`config.mk`:
```
export PLATFORM = sky130hd
export DESIGN_NAME = audio_stream_arbiter
export DESIGN_NICKNAME = d
export VERILOG_FILES = /design/src/rtl/audio_stream_arbiter.sv
export SDC_FILE = /design/constraint.sdc
export NUM_CORES = 1
export LEC_CHECK = 0
export CAP_MARGIN = 30
export CORE_MARGIN = 4
export CORE_UTILIZATION = 30
export DETAILED_ROUTE_END_ITERATION = 8
export GPL_ROUTABILITY_DRIVEN = 0
export GPL_TIMING_DRIVEN = 0
export HOLD_SLACK_MARGIN = 0.03
export PLACE_DENSITY = 0.51
export SKIP_CTS_REPAIR_TIMING = 1
export SLEW_MARGIN = 10
export SYNTH_ARGS = -nofsm -noshare
export SYNTH_HDL_FRONTEND = slang
export SYNTH_SLANG_ARGS = --single-unit
export TNS_END_PERCENT = 30
```
`constraint.sdc`:
```
create_clock -name clk -period 2.43 [get_ports clk]
set_input_delay 0.243 -clock clk [delete_from_list [all_inputs] [get_ports clk]]
set_output_delay 0.243 -clock clk [all_outputs]
set_load 0.02 [all_outputs]
```
`src/rtl/audio_stream_arbiter.sv`:
```
// Selects or saturating-mixes two stereo sample streams into a registered
// valid/ready output; mode changes wait for the output register to drain.
module audio_stream_arbiter #(
   parameter int BW    = 24,
   parameter int CNT_W = 16
) (
   input  logic              clk,
   input  logic              arst,
   input  logic [1:0]        cfg_mode,
   input  logic              cfg_valid,
   input  logic [2*BW-1:0]   s0_data,
   input  logic              s0_valid,
   output logic              s0_ready,
   input  logic [2*BW-1:0]   s1_data,
   input  logic              s1_valid,
   output logic              s1_ready,
   output logic [2*BW-1:0]   m_data,
   output logic              m_valid,
   input  logic              m_ready,
   output logic [1:0]        active_mode,
   output logic              busy,
   output logic [CNT_W-1:0]  sample_cnt
);

   localparam logic [1:0] MODE_OFF  = 2'd0;
   localparam logic [1:0] MODE_SRC0 = 2'd1;
   localparam logic [1:0] MODE_SRC1 = 2'd2;
   localparam logic [1:0] MODE_MIX  = 2'd3;

   localparam logic [BW-1:0] SAT_MAX = {1'b0, {(BW-1){1'b1}}};
   localparam logic [BW-1:0] SAT_MIN = {1'b1, {(BW-1){1'b0}}};

   typedef enum logic {
      ST_RUN   = 1'b0,
      ST_DRAIN = 1'b1
   } state_t;

   state_t            state_reg, state_next;
   logic [1:0]        pending_reg;
   logic [1:0]        active_mode_reg, active_mode_next;
   logic              m_valid_reg;
   logic [2*BW-1:0]   m_data_reg;
   logic [CNT_W-1:0]  sample_cnt_reg;

   logic              out_free;
   logic              accept;
   logic              in_xfer;
   logic              s0_ready_c, s1_ready_c;
   logic [2*BW-1:0]   sel_data;
   logic [2*BW-1:0]   mix_data;

   // Per-channel saturating add: one extra bit catches overflow in either direction.
   genvar gi;
   generate
      for (gi = 0; gi < 2; gi++) begin : g_mix
         logic [BW:0] sum;
         assign sum = {s0_data[gi*BW+BW-1], s0_data[gi*BW +: BW]}
                    + {s1_data[gi*BW+BW-1], s1_data[gi*BW +: BW]};
         assign mix_data[gi*BW +: BW] = (sum[BW] != sum[BW-1])
                                      ? (sum[BW] ? SAT_MIN : SAT_MAX)
                                      : sum[BW-1:0];
      end
   endgenerate

   assign out_free = !m_valid_reg || m_ready;
   assign accept   = (state_reg == ST_RUN) && out_free;

   always_comb begin
      s0_ready_c = 1'b0;
      s1_ready_c = 1'b0;
      in_xfer    = 1'b0;
      sel_data   = s0_data;
      case (active_mode_reg)
         MODE_SRC0: begin
            s0_ready_c = accept;
            in_xfer    = accept && s0_valid;
            sel_data   = s0_data;
         end
         MODE_SRC1: begin
            s1_ready_c = accept;
            in_xfer    = accept && s1_valid;
            sel_data   = s1_data;
         end
         MODE_MIX: begin
            // Both sources move together or not at all.
            s0_ready_c = accept && s0_valid && s1_valid;
            s1_ready_c = s0_ready_c;
            in_xfer    = s0_ready_c;
            sel_data   = mix_data;
         end
         default: begin
         end
      endcase
   end

   always_comb begin
      state_next       = state_reg;
      active_mode_next = active_mode_reg;
      case (state_reg)
         ST_RUN: begin
            if (pending_reg != active_mode_reg)
               state_next = ST_DRAIN;
         end
         ST_DRAIN: begin
            if (pending_reg == active_mode_reg) begin
               state_next = ST_RUN;
            end else if (out_free) begin
               state_next       = ST_RUN;
               active_mode_next = pending_reg;
            end
         end
         default: state_next = ST_RUN;
      endcase
   end

   always_ff @(posedge clk or posedge arst) begin
      if (arst) begin
         state_reg       <= ST_RUN;
         pending_reg     <= MODE_OFF;
         active_mode_reg <= MODE_OFF;
      end else begin
         state_reg       <= state_next;
         active_mode_reg <= active_mode_next;
         if (cfg_valid)
            pending_reg <= cfg_mode;
      end
   end

   always_ff @(posedge clk or posedge arst) begin
      if (arst) begin
         m_valid_reg    <= 1'b0;
         m_data_reg     <= '0;
         sample_cnt_reg <= '0;
      end else begin
         if (in_xfer) begin
            m_valid_reg <= 1'b1;
            m_data_reg  <= sel_data;
         end else if (m_ready) begin
            m_valid_reg <= 1'b0;
         end
         if (m_valid_reg && m_ready)
            sample_cnt_reg <= sample_cnt_reg + 1'b1;
      end
   end

   assign s0_ready    = s0_ready_c;
   assign s1_ready    = s1_ready_c;
   assign m_data      = m_data_reg;
   assign m_valid     = m_valid_reg;
   assign active_mode = active_mode_reg;
   assign busy        = (state_reg == ST_DRAIN);
   assign sample_cnt  = sample_cnt_reg;

endmodule

```
==> implementation parameters <==
Parameter                              Value

Clock network
  Number of H-tree levels ... 3
  Clock-pin slew on the worst setup and hold paths ... 0.07 ns
  Root Buffer Master ... sky130_fd_sc_hd__clkbuf_16
  Total clock buffers created by CTS ... 9
  Insertion delay to the later sink of the worst-skew pair ... 0.34 ns
  CTS tree ... yes
  CTS sink count ... 70
  Max Buffers Root-to-Sink ... 2

Global routing
  Number of antenna violations at the first check in global routing ... 1
  Total congestion overflow ... 0
  Pin count of the biggest net entering global routing ... 55
  Vias in the first global route ... 6246
  First-pass GRT wire length ... 35.1 mm
  All-Layer GR Usage ... 18.3%

Synthesis
  Simple-gate share of the synthesized area ... 14.6%
  Cell types with the largest area share after synthesis ... sky130_fd_sc_hd__dfrtp_1, sky130_fd_sc_hd__ha_1, sky130_fd_sc_hd__xnor2_1, sky130_fd_sc_hd__o211ai_2, sky130_fd_sc_hd__o21ai_0
  Post-synth EDFFs ... 0
  Post-synthesis compound-gate area fraction ... 34.7%
  Async set or reset register ratio after synthesis ... 100%
  Avg Synthesized Cell Area ... 8.78 µm²
  Post-synthesis share of cell area spent on full adders, half adders and majority gates ... 10.3%
  Cell type with the highest aggregate area in the netlist ... sky130_fd_sc_hd__dfrtp_1
  Post-synthesis cell type count ... 66
  Synthesis-stage register bit count ... 70
  Yosys warns ... 0
  Top flip-flop cell by instance count after synthesis ... sky130_fd_sc_hd__dfrtp_1
  Post-Synthesis Cells ... 719
  Post-synth net total ... 874
  Synth top area share ... 27.8%
  Area share of xor/xnor cells in the synthesized design ... 7.20%
  Fraction of synthesized area in multiplexers ... 0.892%
  Post-Syn Area ... 0.00631 mm²
  Sequential cell area fraction in the yosys report ... 27.8%
  Main combinational cell family by area after synthesis ... compound AO/OA/AOI/OAI gates

Floorplan
  Die Ht ... 153 µm
  Placeable core region ... 0.0205 mm²
  Row cnt ... 52
  Die Area ... 0.0234 mm²
  Horizontal extent of the die ... 153 µm
  Num ports ... 174
  Initial core utilization ... 30.8%

Layout
  Number of inserted filler cells in the final layout ... 1989
  Final Non-Filler Cells ... 1208
  Most common cell after layout, fill and taps aside ... sky130_fd_sc_hd__clkdlybuf4s50_1
  Flip-flop count of the largest register, all copies and words added ... 48
  Number of nets in the layout ... 1087
  Most used cells in the layout excluding fill and tap cells ... sky130_fd_sc_hd__clkdlybuf4s50_1, sky130_fd_sc_hd__dfrtp_1, sky130_fd_sc_hd__nor2_1, sky130_fd_sc_hd__nand2_1, sky130_fd_sc_hd__dlymetal6s2s_1
  Design Area, Final ... 0.00996 mm²
  Syn-to-layout area delta ... 57.8%
  Utilization after layout ... 48.6%
  Layout cells sized above 1 ... 22.4%

Timing
  Total setup violations reported at the end of the flow ... 23
  Upper clock frequency limit ... 386 MHz
  Final Cycle Share ... 107%
  Slew Limit Fails ... 0
  Total count of hold-check failures in the final report ... 0
  Worst-case setup margin in the final layout ... -0.160 ns
  Post-layout minimum cycle time ... 2.59 ns
  Unrepaired setup endpoints after global routing ... true
  Worst slew margin relative to its limit ... 56.8%
  Worst clock skew ... 0.00719 ns
  Actual slew at the worst max-slew pin ... 0.648 ns

Pwr
  Clock share of power ... 15.0%
  Reported net switching power ... 3.97 mW
  Total design power ... 8.88 mW
  Part of the power in combinational logic ... 62.4%
  Total power per unit cell area ... 892 mW/mm²
  Leak ... 4.22 nW
  Sequential fraction of design power ... 22.6%
  Worst IR Drop VDD ... 0.000469 V
  Internal power of the cells ... 4.91 mW
  Sw Share ... 44.7%

Route
  Number of design-rule violations left by the first detailed-router iteration ... 327
  Via count ... 6564
  WL per Instance ... 19.2 µm
  Final wirelength ... 23.2 mm
  Number of design rule violations left after detail routing ... 0
  Avg Vias per Cell ... 5.43
  Count of TritonRoute iterations in the first routing pass ... 5
  Count of nets left with antenna violations after detail routing ... 0

Setup path
  Stage delay of the slowest cell on the critical path ... 0.35 ns
  Setup CP Type ... primary input to flop
  Slowest cell on crit path ... sky130_fd_sc_hd__fa_2
  Origin of the critical flop-to-flop path ... active_mode[1]
  Element type at the critical path end ... flop
  Worst Path Required ... 2.70 ns
  Worst path most repeated cell ... sky130_fd_sc_hd__a21oi_4
  Data arrival time at the worst-slack endpoint ... 2.86 ns
  Type of origin of the critical path ... primary input
  Worst-path maximum fanout ... 5
  Slack of the worst reg-to-reg path ... 0.11 ns
  Count of cells along the worst register-to-register path ... 7
  Worst flop-to-flop path endpoint ... m_data[30]
  Cell Chain, Critical Path ... clkbuf_2, ha_4, fa_2, a211oi_2, o211ai_1, nand3_2, a21oi_4, o41ai_4, buf_4, a21oi_4, xor2_4, buf_12, buf_8, o211ai_2

Place
  IO buf count ... 173
  Cell area reported after detailed placement ... 0.00843 mm²
  HPWL after detailed placement ... 17.1 mm
  Cells after DPL ... 1163

Run status
  Run status ... complete, but fails checks
  Violated checks ... negative setup slack

Job
  Max-capacitance violation count ... 0

Hold path
  Class of the worst hold path ... primary input to asynchronous set/reset pin
cell type report:
cell class / count / area [µm²] / area share (%)
Clock buffer: 9 / 225 / 2.26
Sequential cell: 70 / 1750 / 17.6
Antenna cell: 1 / 2.50 / 0.0251
Tap cell: 270 / 338 / 3.39
Inverter: 19 / 73.8 / 0.741
Multi-Input combinational cell: 588 / 5070 / 50.9
Clock inverter: 7 / 63.8 / 0.641
Buffer: 36 / 256 / 2.58
Timing Repair Buffer: 208 / 2180 / 21.9
cell usage after synthesis (all sizes together) (2+ instances only):
library cell	number
o211ai	30
inv	18
a2111oi	4
o31ai	2
a21oi	46
o22ai	2
a221oi	29
a211o	4
xnor2	33
clkbuf	29
o2bb2ai	22
xor2	18
dfrtp	70
nor2	58
or3	3
fa	2
nor2b	2
o21ai	54
a221o	21
a21o	19
o21bai	6
nand3	33
nand2	61
nand2b	5
a31o	2
a31oi	11
o21a	5
nor4	2
a21boi	5
nand4	9
and3	8
and2	3
ha	49
nor3b	2
mux2	5
nor3	9
o2111ai	3
buf	13
a211oi	11
power groups by stage:
stage          combinational (mW)  clock [mW]  sequential, mW
4_1_cts                      5.10        1.38            1.99
5_1_grt                      6.01        1.42            2.07
3_5_place_dp                 5.07           0            2.00
6_report                     5.55        1.33            2.01
2_1_floorplan                2.49           0            2.52
3_3_place_gp                 5.06           0            2.00
per-layer routing:
layer  vias up  routed length (µm)  GRT usage (%)  share of wire [%]
met3        19                1060           2.74                4.5
met2       201               10500           27.7                 45
met4         0                 293           4.67                1.3
li1       3191                   -              -                  -
met1      3153               11400           27.3                 49
met5         -                   0              0                  0
metrics by stage:
stage          setup WS, ns  hold slack [ns]  setup TNS [ns]
2_1_floorplan        -0.206            0.395           -5.05
3_3_place_gp          -1.36            0.459         -141.31
3_5_place_dp          -1.34            0.467          -55.41
4_1_cts              -0.993            0.184          -39.00
5_1_grt              -0.225            0.204           -6.37
6_report             -0.160            0.191           -3.01
how the worst max path moves through the flow:
stage | startpoint | to | slack [ns] | cells after the start
after CTS | s1_data[0] | m_data[3] | -0.99 | 13
after global placement | s1_data[0] | m_data[3] | -1.36 | 13
after global routing | s1_data[24] | m_data[35] | -0.22 | 14
after detailed placement | s1_data[0] | m_data[3] | -1.34 | 13
after floorplan | s0_data[24] | m_data[28] | -0.21 | 11
final | s1_data[24] | m_data[35] | -0.16 | 14
critical path, delay by kind of cell:
family                     cells  cell delay (ns)
and+or+nand+nor                1             0.19
buffers and inverters          4             0.60
adders and majority gates      2             0.52
AOI/OAI and AO/OA              6             1.09
xor gates and xnor gates       1             0.21
cells by family after synthesis:
group,count (synthesis)
mux,5
fa+ha+maj,51
buf+inv,61
simple gates,198
compound gates,283
flops,70
xor+xnor,51
No activity file was read; power rests on OpenSTA's default activity.
